### src/rtl/openhmc_rf_master.sv
// Register-file access master: accepts one read/write request at a time, strobes the
// RF for a single cycle, waits for completion or timeout and holds the response until taken.
module openhmc_rf_master #(
  parameter int HMC_RF_AWIDTH  = 4,
  parameter int HMC_RF_RWIDTH  = 64,
  parameter int HMC_RF_WWIDTH  = 64,
  parameter int TIMEOUT_CYCLES = 255
) (
  input  logic                     clk_hmc,
  input  logic                     res_hmc,
  input  logic                     req_valid,
  output logic                     req_ready,
  input  logic                     req_write,
  input  logic [HMC_RF_AWIDTH-1:0] req_addr,
  input  logic [HMC_RF_WWIDTH-1:0] req_wdata,
  output logic                     rsp_valid,
  input  logic                     rsp_ready,
  output logic [HMC_RF_RWIDTH-1:0] rsp_rdata,
  output logic [1:0]               rsp_status,
  output logic [HMC_RF_AWIDTH-1:0] rf_address,
  output logic                     rf_read_en,
  output logic                     rf_write_en,
  output logic [HMC_RF_WWIDTH-1:0] rf_write_data,
  input  logic [HMC_RF_RWIDTH-1:0] rf_read_data,
  input  logic                     rf_access_complete,
  input  logic                     rf_invalid_address,
  output logic                     stray_complete
);

  localparam int CW = $clog2(TIMEOUT_CYCLES + 1);
  localparam logic [CW-1:0] CNT_LAST = CW'(TIMEOUT_CYCLES - 1);

  localparam logic [1:0] STATUS_OK      = 2'b00;
  localparam logic [1:0] STATUS_INVALID = 2'b01;
  localparam logic [1:0] STATUS_TIMEOUT = 2'b10;

  typedef enum logic [1:0] {
    ST_IDLE,
    ST_ISSUE,
    ST_WAIT,
    ST_RESP
  } state_t;

  state_t                   state_q, state_d;
  logic                     write_q, write_d;
  logic [HMC_RF_AWIDTH-1:0] addr_q, addr_d;
  logic [HMC_RF_WWIDTH-1:0] wdata_q, wdata_d;
  logic [CW-1:0]            cnt_q, cnt_d;
  logic [HMC_RF_RWIDTH-1:0] rdata_q, rdata_d;
  logic [1:0]               status_q, status_d;
  logic                     stray_q, stray_d;

  always_comb begin
    state_d  = state_q;
    write_d  = write_q;
    addr_d   = addr_q;
    wdata_d  = wdata_q;
    cnt_d    = cnt_q;
    rdata_d  = rdata_q;
    status_d = status_q;
    stray_d  = 1'b0;

    case (state_q)
      ST_IDLE: begin
        stray_d = rf_access_complete;
        if (req_valid) begin
          state_d = ST_ISSUE;
          write_d = req_write;
          addr_d  = req_addr;
          wdata_d = req_write ? req_wdata : '0;
          cnt_d   = '0;
        end
      end
      ST_ISSUE, ST_WAIT: begin
        // A completion always beats the timeout, even on the last allowed wait cycle.
        if (rf_access_complete) begin
          state_d  = ST_RESP;
          status_d = rf_invalid_address ? STATUS_INVALID : STATUS_OK;
          rdata_d  = (!write_q && !rf_invalid_address) ? rf_read_data : '0;
        end else if (state_q == ST_ISSUE) begin
          state_d = ST_WAIT;
        end else begin
          cnt_d = cnt_q + CW'(1);
          if (cnt_q == CNT_LAST) begin
            state_d  = ST_RESP;
            status_d = STATUS_TIMEOUT;
            rdata_d  = '0;
          end
        end
      end
      ST_RESP: begin
        stray_d = rf_access_complete;
        if (rsp_ready) begin
          state_d = ST_IDLE;
        end
      end
      default: state_d = ST_IDLE;
    endcase
  end

  always_ff @(posedge clk_hmc) begin
    if (res_hmc) begin
      state_q  <= ST_IDLE;
      write_q  <= 1'b0;
      addr_q   <= '0;
      wdata_q  <= '0;
      cnt_q    <= '0;
      rdata_q  <= '0;
      status_q <= STATUS_OK;
      stray_q  <= 1'b0;
    end else begin
      state_q  <= state_d;
      write_q  <= write_d;
      addr_q   <= addr_d;
      wdata_q  <= wdata_d;
      cnt_q    <= cnt_d;
      rdata_q  <= rdata_d;
      status_q <= status_d;
      stray_q  <= stray_d;
    end
  end

  assign req_ready      = (state_q == ST_IDLE);
  assign rsp_valid      = (state_q == ST_RESP);
  assign rsp_rdata      = rdata_q;
  assign rsp_status     = status_q;
  assign rf_address     = addr_q;
  assign rf_write_data  = wdata_q;
  assign rf_read_en     = (state_q == ST_ISSUE) && !write_q;
  assign rf_write_en    = (state_q == ST_ISSUE) && write_q;
  assign stray_complete = stray_q;

endmodule

### config.mk
export PLATFORM = sky130hd
export DESIGN_NAME = openhmc_rf_master
export DESIGN_NICKNAME = d
export VERILOG_FILES = /design/src/rtl/openhmc_rf_master.sv
export SDC_FILE = /design/constraint.sdc
export NUM_CORES = 1
export LEC_CHECK = 0
export ABC_AREA = 1
export CORE_MARGIN = 2
export CORE_UTILIZATION = 35
export DETAILED_ROUTE_END_ITERATION = 12
export GPL_TIMING_DRIVEN = 0
export PLACE_DENSITY = 0.79
export SETUP_SLACK_MARGIN = 0.02
export SYNTH_ARGS = -nofsm -noshare
export SYNTH_HDL_FRONTEND = slang
export SYNTH_SLANG_ARGS = --single-unit
### constraint.sdc
create_clock -name clk_hmc -period 1.75 [get_ports clk_hmc]
set_clock_uncertainty 0.2 [all_clocks]
set_input_delay 0.2625 -clock clk_hmc [delete_from_list [all_inputs] [get_ports clk_hmc]]
set_output_delay 0.2625 -clock clk_hmc [all_outputs]
set_load 0.05 [all_outputs]
==> impl_metrics.toml, run 1 <==
[outcome]
outcome = "complete, but fails checks"
failed_checks = "setup timing"

[cts]
cts.clk_slew.worst_paths_ns = 0.06
ctsRootBufferMaster = "clkbuf_16"
cts_tree = "built"
cts_hold_buf = 0
cts_inserted_buffers = 17
clk_path_buf_depth = 2
insertion_delay_ns = 0.41
cts_sinks = 146
cts_max_level = 4

[drt]
dr_total_vias = 6480
wl_um = 20600
viasPerCell = 4.669
route.antenna.remaining_nets = 0
first_pass_iters = 4
first_iter_violations = 266
drc_errors = 0
wl_per_cell_um = 14.84

[die]
core_sq_um = 16410
ios = 278
rows = 47
start_util = 0.3537
dieArea_sq_um = 17630
die_w_um = 132.8
die_h_um = 132.8

[synthesis]
syn_avg_cell_area_sq_um = 6.975
synth_top_flop_cell = "dfxtp_1"
synth_xor_area_frac = 0
synth_cell_type_count = 22
async_flop_share = 0
synthMuxAreaShare = 0
syn_inst = 832
yosysSeqAreaShare = 0.5037
synth-compound-area-share = 0.08258
ys_warn_count = 0
syn_nets = 976
ys_seq_elements = 146
synth_fa_ha_area_frac = 0.01078
synth_simple_gate_area_frac = 0.3282
synth_edf_count = 0
synthesis.area_sq_um = 5803
synth_top_family_by_area = "simple AND/OR/NAND/NOR gates"

[grt]
grtUsageTotal = 0.2234
grt_overflow = 0
grt_pass1_vias = 6245
grt_start_max_net_pins = 20
antenna_found_initial = 0
grt_pass1_wl_um = 31210

[finish]
drive_gt1_frac = 0.3005
multi_input_area_sq_um = 2875
layout.cells.non_filler = 1388
seqCellArea_sq_um = 2932
antenna_cells = 0
final_common_cell = "nand2_1"
layout_common_cells = "nand2_1 (262), dfxtp_1 (141), clkdlybuf4s50_1 (137), nor2_1 (132), clkdlybuf4s15_2 (95)"
fin_nets = 1299
fillers = 1364
area_delta_synth_final_pct = 80.44

[worst_hold_path]
worst_hold_startpoint = "req_wdata[4]"
hold_path_class = "in -> reg"

[timing]
max_slew_margin = 0.5528
setup_slack_ns = -0.1129
clock.fmax_mhz = 536.8
grt_setup_unrepaired = "true"
worst_pin_slew_ns = 0.6708
hold-worst-slack_ns = 0.1967
fin_crit_sh = 1.065
hold_viol = 0
min_period_ns = 1.863
setup_violations = 75
finalMaxSlewViolations = 0

[pwr]
leakagePower_nw = 4.244
powerDensity_nw_per_um2 = 1794
peakVddDrop_uv = 843.1

[placement]
hpwl_um = 14040
dp_cells = 1328
portBuffers = 276
gp_congestion = 0.8204

[job]
drv_cap = 0

[setup_path]
path_class = "reg -> reg"
end_kind = "register"
cp-start-kind = "register"
required_ns = 1.86
r2r-start = "state_q[0]"
crit_arrival_ns = 1.97
cp-startpoint = "state_q[0]"
worstPathMaxFanout = 5
-- metal layers --
metal	track usage	up-vias	share of wire
li1	-	3213	-
met4	0.08542	0	0.028
met5	0	-	0
met3	0.08238	40	0.088
met1	0.2426	2958	0.38
met2	0.3958	269	0.50
-- kinds of logic (layout without fill, tap and decap cells) --
logic type | after synthesis | after routing
compound gates | 95 | 95
flops | 146 | 146
simple gates | 500 | 500
fa+ha+maj | 5 | 5
buf+inv | 86 | 422
-- power by group --
| group | internal, W | switching, W | total [W] |
|---|---|---|---|
| sequential | 0.00419 | 0.000535 | 0.00472 |
| combinational | 0.00380 | 0.00616 | 0.00997 |
| clock | 0.00263 | 0.00147 | 0.00410 |
| total | 0.0106 | 0.00816 | 0.0188 |
-- final timing paths --
| path | to | slack [ns] | cells after the start |
|---|---|---|---|
| max | rsp_rdata[13] | -0.11 | 11 |
| min | rf_write_data[4] | 0.20 | 3 |
| max reg2reg | rsp_rdata[13] | -0.11 | 11 |
| min reg2reg | rf_write_data[4] | 0.26 | 2 |
-- sequential cells by signal, indices dropped and copies added, names as in the netlist --
signal / count
rf_write_data: 64
rsp_rdata: 64
cnt_q: 8
rf_address: 4
rsp_status: 2
state_q: 2
stray_complete: 1
write_q: 1
-- cell type report --
cell class,instances,area share
Sequential cell,146,0.2800
Clock buffer,21,0.04397
Inverter,37,0.01529
Buffer,48,0.04063
Clock inverter,11,0.01888
Multi-Input combinational cell,600,0.2746
Timing Repair Buffer,305,0.3004
Tap cell,220,0.02629
-- cells in the mapped netlist, types with 2 or more instances --
library cell	number	area, sq um
o21ai_0	21	105.1
nand2_2	2	12.51
nand4_1	3	18.77
nand3_1	6	30.03
inv_2	3	11.26
inv_1	33	123.9
a21oi_1	72	360.4
buf_1	6	22.52
buf_2	8	40.04
nor2_1	167	626.9
dfxtp_1	146	2923
buf_6	12	135.1
ha_1	5	62.56
clkbuf_1	22	82.58
nand2_1	319	1197
-- what timing repair did --
action                     4_1_cts  5_1_grt
buffers inserted                12        6
pin swaps                       27       36
gates cloned                     7        7
resized for setup              475      174
setup endpoints to repair      273      179
-- critical path: stages, from the launching register on --
cell and delay [ns]:
dfxtp_4 0.37, inv_2 0.04, ha_4 0.29, inv_4 0.05
o21ai_4 0.15, nand2_4 0.09, inv_8 0.10, clkbuf_16 0.16
clkbuf_16 0.15, nand2_4 0.04, nand2_2 0.05, nor2_1 0.05
-- per-stage QoR --
step / util / TNS [ns] / setup WS [ns] / instance area [sq um] / power, W
floorplan: - / 0 / 0.02596 / 5829 / 0.01012
global placement: 0.5405 / -47.63 / -0.4627 / 8867 / 0.01269
detailed placement: 0.5405 / -50.22 / -0.4498 / 8867 / 0.01281
CTS: 0.6174 / -7.961 / -0.1732 / 10130 / 0.01792
global route: 0.6382 / -9.779 / -0.1660 / 10470 / 0.01967
finish: 0.6382 / -4.833 / -0.1129 / 10470 / 0.01878
(Power assumes the default switching activity.)
==> inputs of run 2 (changes only) <==
--- a/config.mk
+++ b/config.mk
@@ -10,7 +10,7 @@
 export CORE_UTILIZATION = 35
 export DETAILED_ROUTE_END_ITERATION = 12
 export GPL_TIMING_DRIVEN = 0
-export PLACE_DENSITY = 0.79
+export PLACE_DENSITY = 0.77
 export SETUP_SLACK_MARGIN = 0.02
 export SYNTH_ARGS = -nofsm -noshare
 export SYNTH_HDL_FRONTEND = slang
==> run 2 against run 1 <==
- the run still ends with setup timing left
- global-route usage is 0.14 points lower
- setup slack lost 0.072 ns
- register-to-register slack worse by 0.07 ns
- critical path depth down 6
- sequential share of layout area is 1.1 points higher
- maximum frequency fell by 3.7%
- wire length down 3.4%
- first-iteration DRC count shrank 2.6%
- clock power is 18% lower
- sequential power is 1% lower
- non-clock buffer count is 3 higher
- final area decreased by 3.8%
- critical path type is now reg -> out
- critical endpoint is now rf_read_en
- largest power group unchanged
==> impl_metrics.toml, run 2 (synthesis gave the netlist of run 1 again) <==
[finish]
final_common_cell = "nand2_1"
antenna_cells = 0
fin_nets = 1303
drive_gt1_frac = 0.2590
fin_area_sq_um = 10080
area_delta_synth_final_pct = 73.67
layout.cells.non_filler = 1390
layout_common_cells = "nand2_1 (297), nor2_1 (149), dfxtp_1 (141), clkdlybuf4s50_1 (137), clkdlybuf4s15_2 (84)"

[grt]
grt_use_met2 = 0.4021
grt_pass1_wl_um = 31120
grt_overflow = 0
grt_start_max_net_pins = 17
grt_use_met1 = 0.2381
grtUsageTotal = 0.2220
grt.busiest_layer = "met2"
antenna_found_initial = 0
grt_pass1_vias = 6315
grt_util_met3 = 0.08314

[placement]
dpl_cell_area_sq_um = 8867
dp_cells = 1328
gp_congestion = 0.8287
pre_cts_ws_ns = -0.4878
hpwl_um = 14020
portBuffers = 276

[die]
dieArea_sq_um = 17630
die_h_um = 132.8
core_sq_um = 16410
die_w_um = 132.8
rows = 47
start_util = 0.3537
ios = 278

[cts]
cts_tree = "built"
insertion_delay_ns = 0.41
cts_sinks = 146
cts_max_level = 4
cts.clk_slew.worst_paths_ns = 0.06
clk_path_buf_depth = 2
ctsRootBufferMaster = "clkbuf_16"
cts_inserted_buffers = 17

[timing]
worst_pin_slew_ns = 0.8553
min_period_ns = 1.934
hold_viol = 0
setup_violations = 75
setup_slack_ns = -0.1845
fin_crit_sh = 1.105
finalMaxSlewViolations = 0
max_slew_margin = 0.4298
clock.fmax_mhz = 516.9
hold-worst-slack_ns = 0.1950
grt_setup_unrepaired = "true"

[pwr]
powerDensity_nw_per_um2 = 1735
leakagePower_nw = 4.146
peakVddDrop_uv = 763.0
finalPower_w = 0.01749

[drt]
wl_per_cell_um = 14.31
viasPerCell = 4.539
first_iter_violations = 259
wl_um = 19890
dr_total_vias = 6309
drc_errors = 0
route.antenna.remaining_nets = 0
first_pass_iters = 4

[worst_hold_path]
hold_depth = 3
hold_path_class = "in -> reg"
hold_path_end = "rf_write_data[50]"
worst_hold_startpoint = "req_wdata[50]"

[setup_path]
path_class = "reg -> out"
reg2reg_setup_slack_ns = -0.18
end_kind = "primary output"
cp-start-kind = "register"
rr_worst_depth = 12
crit_arrival_ns = 1.47
r2r-start = "state_q[0]"
required_ns = 1.29
rr_endpoint = "rsp_rdata[60]"
worstPathMaxFanout = 4

[outcome]
outcome = "complete, but fails checks"
failed_checks = "setup timing"

[job]
drv_cap = 0
[run 2: cell types whose count changed in the layout (fill, tap and decap cells not counted), sizes merged]
cell	delta
clkdlybuf4s15	-8
buf	+6
clkinv	+6
bufinv	-4
clkbuf	+4
inv	-3
clkinvlp	+1
[run 2: power breakdown]
part	leakage [nW]	switching [W]	internal, W
clock network	0.265	0.00140	0.00197
registers	1.20	0.000479	0.00419
logic	2.69	0.00592	0.00354
total	4.15	0.00780	0.00969
[run 2: stage by stage]
stage | setup TNS [ns] | util
after floorplan | 0 | -
after detailed placement | -56.55 | 0.5405
after global placement | -53.15 | 0.5405
after global routing | -14.67 | 0.6143
after CTS | -9.726 | 0.6173
final | -9.028 | 0.6143
[run 2: critical path: stages, from the launching register on]
cell and delay, ns:
dfxtp_2 0.32, inv_2 0.09, ha_2 0.24, inv_1 0.09, nor2_2 0.14, buf_6 0.18
[run 2: final cells by class]
type | count | area [sq um]
Multi-Input combinational cell | 600 | 2726
Timing Repair Buffer | 308 | 3045
Timing Repair inverter | 1 | 7.507
Inverter | 37 | 150.1
Buffer | 48 | 406.6
Tap cell | 220 | 275.3
Clock inverter | 10 | 88.84
Sequential cell | 146 | 2932
Clock buffer | 20 | 446.7
Fill cell | 1431 | 6329
[run 2: worst max-delay path by stage]
stage,from,to,slack [ns],cells after the start
floorplan,state_q[1],rsp_rdata[58],0.03,11
global route,state_q[1],rf_read_en,-0.24,5
global placement,rf_invalid_address,rsp_rdata[36],-0.48,9
detailed placement,req_valid,rf_write_data[41],-0.49,8
CTS,state_q[1],rf_read_en,-0.20,5
finish,state_q[1],rf_read_en,-0.18,5
[run 2: timing repair]
item	4_1_cts	5_1_grt
endpoints found under the hold margin	0	0
hold buffers	0	0
gates cloned	10	0
buffers inserted	20	5
pin swaps	15	22
gates resized for setup	462	123
setup endpoints to repair	272	188
[run 2: routing by layer]
| metal | wire length [um] | vias up |
|---|---|---|
| li1 | - | 3221 |
| met3 | 1802 | 30 |
| met5 | 0 | - |
| met2 | 9916 | 236 |
| met1 | 7787 | 2822 |
| met4 | 379 | 0 |
==> inputs of run 3 (changes only) <==
--- a/config.mk
+++ b/config.mk
@@ -7,10 +7,10 @@
 export LEC_CHECK = 0
 export ABC_AREA = 1
 export CORE_MARGIN = 2
-export CORE_UTILIZATION = 35
+export CORE_UTILIZATION = 37
 export DETAILED_ROUTE_END_ITERATION = 12
 export GPL_TIMING_DRIVEN = 0
-export PLACE_DENSITY = 0.77
+export PLACE_DENSITY = 0.81
 export SETUP_SLACK_MARGIN = 0.02
 export SYNTH_ARGS = -nofsm -noshare
 export SYNTH_HDL_FRONTEND = slang
==> run 3 against run 2 <==
- non-clock buffer count is 1 higher
- setup slack better by 0.0072 ns
- largest cell class unchanged
- the flow still finishes with violations (setup timing)
- sequential power is 0.9% higher
- power is 5.4% higher
==> impl_metrics.toml, run 3 (synthesis gave the netlist of run 1 again) <==
[setup_path]
worstPathMaxFanout = 5
reg2reg_setup_slack_ns = -0.18
crit_arrival_ns = 2.03
end_kind = "register"
slowest_delay_ns = 0.37
rr_endpoint = "rsp_rdata[44]"
required_ns = 1.85
cpMaxStageDelayCell = "dfxtp_4"
r2r-start = "state_q[0]"
rr_worst_depth = 12
cp-start-kind = "register"
cp_cell_sequence = "inv_4 > ha_4 > inv_4 > o21ai_4 > nand2_4 > clkinv_4 > buf_12 > buf_12 > buf_16 > nand2_4 > nand2_2 > nor2_1"
path_class = "reg -> reg"

[placement]
dpl_cell_area_sq_um = 8856
gp_congestion = 0.8086
hpwl_um = 13760
portBuffers = 276

[grt]
grt_overflow = 0
antenna_found_initial = 0
grt_pass1_wl_um = 30420
grt_start_max_net_pins = 20
grt_pass1_vias = 6149
grtUsageTotal = 0.2344

[timing]
setup_slack_ns = -0.1773
min_period_ns = 1.927
fin_crit_sh = 1.101
finalMaxSlewViolations = 0
fin_tns_setup_ns = -7.915
grt_setup_unrepaired = "true"
max_slew_margin = 0.5819
clock.fmax_mhz = 518.9
setup_violations = 76
worst_pin_slew_ns = 0.6271
hold_viol = 0

[finish]
layout_common_cells = "nand2_1 (284), dfxtp_1 (142), clkdlybuf4s50_1 (137), nor2_1 (132), clkbuf_2 (72)"
fillers = 1283
final_core_util = 0.6657
area_delta_synth_final_pct = 75.03
fin_area_sq_um = 10160
multi_input_area_sq_um = 2785
fin_nets = 1303
antenna_cells = 0
seqCellArea_sq_um = 2930
drive_gt1_frac = 0.2786
final_common_cell = "nand2_1"

[drt]
wl_um = 20650
dr_total_vias = 6421
first_iter_violations = 229
viasPerCell = 4.650
route.antenna.remaining_nets = 0
wl_per_cell_um = 14.96
first_pass_iters = 5
drc_errors = 0

[worst_hold_path]
hold_path_class = "in -> reg"
hold_depth = 3
worst_hold_startpoint = "req_wdata[17]"
hold_path_end = "rf_write_data[17]"

[pwr]
leakagePower_nw = 4.236
powerDensity_nw_per_um2 = 1815
p_comb_frac = 0.537
peakVddDrop_uv = 766.4
clkPwrFrac = 0.208
finalPower_w = 0.01844
power.switching_w = 0.008068
seqPwrFrac = 0.255
swShare = 0.4376
internal-power_w = 0.01037

[cts]
cts_inserted_buffers = 17
ctsRootBufferMaster = "clkbuf_16"
insertion_delay_ns = 0.40
cts_tree = "built"
clk_path_buf_depth = 2
cts.clk_slew.worst_paths_ns = 0.06
cts_max_level = 4
cts_sinks = 146

[die]
die_w_um = 129.2
dieArea_sq_um = 16700
start_util = 0.3803
ios = 278
core_sq_um = 15260
die_h_um = 129.2
rows = 45

[outcome]
outcome = "complete, but fails checks"
failed_checks = "setup timing"

[job]
drv_cap = 0
-- run 3: cell types whose count changed in the layout (fill, tap and decap cells not counted), moves of 9 or more --
cell / delta
clkbuf_2: +18
clkdlybuf4s15_2: -17
nor2_2: +15
nand2_2: +11
o21ai_1: +9
nand2_1: -13
nor2_1: -17
-- run 3: worst max-delay path: cells and delay by family (launching register included) --
family | cells | cell delay (ns)
AND/OR/NAND/NOR | 4 | 0.24
AO/OA/AOI/OAI | 1 | 0.17
buffers and inverters | 6 | 0.54
flip-flops | 1 | 0.37
adder cells (fa/ha/maj) | 1 | 0.30
-- run 3: metal layers --
metal  GRT usage  share of wire  vias up
li1            -              -     3212
met1      0.2397           0.37     2920
met2      0.4328           0.51      260
met3     0.08505          0.098       29
met4     0.09335          0.021        0
met5           0              0        -
-- run 3: final cells by class --
| cell class | count | share of cell area |
|---|---|---|
| buffer | 45 | 0.03560 |
| clock buffer | 21 | 0.04533 |
| multi-input combinational | 600 | 0.2742 |
| tap | 211 | 0.02599 |
| clock inverter | 9 | 0.01540 |
| inverter | 37 | 0.01527 |
| timing repair buffer | 312 | 0.2997 |
| sequential | 146 | 0.2885 |
-- run 3: timing repair --
action	in CTS	in global routing
endpoints found under the hold margin	0	0
setup buffers	22	7
setup endpoints to repair	271	208
gates cloned	9	1
gates resized for setup	449	159
pin swaps	26	29
hold buffers	0	0
-- run 3: stage by stage --
stage / hold slack, ns / setup slack (ns) / instances
3_3_place_gp: 0.2503 / -0.4177 / 1319
2_1_floorplan: 0.2055 / 0.02596 / 832
4_1_cts: 0.1815 / -0.1833 / 1379
6_report: 0.2045 / -0.1773 / 1381
5_1_grt: 0.1944 / -0.2595 / 1381
3_5_place_dp: 0.2558 / -0.4485 / 1319
-- run 3: worst max path at each step --
| stage | cells past startpoint | end | slack, ns | startpoint |
|---|---|---|---|---|
| finish | 12 | rsp_rdata[44] | -0.18 | state_q[0] |
| global placement | 8 | rf_write_data[3] | -0.42 | req_valid |
| global route | 12 | rsp_rdata[43] | -0.26 | cnt_q[2] |
| CTS | 12 | rsp_rdata[39] | -0.18 | state_q[0] |
| detailed placement | 8 | rf_write_data[14] | -0.45 | req_valid |
| floorplan | 11 | rsp_rdata[58] | 0.03 | state_q[1] |
-- run 3: power by group through the flow --
stage | Combinational (W) | Sequential [W] | Clock, W
final | 0.00989 | 0.00470 | 0.00384
after global routing | 0.0104 | 0.00479 | 0.00405
after CTS | 0.00959 | 0.00464 | 0.00389
after detailed placement | 0.00809 | 0.00467 | 0
after global placement | 0.00802 | 0.00463 | 0
after floorplan | 0.00268 | 0.00744 | 0
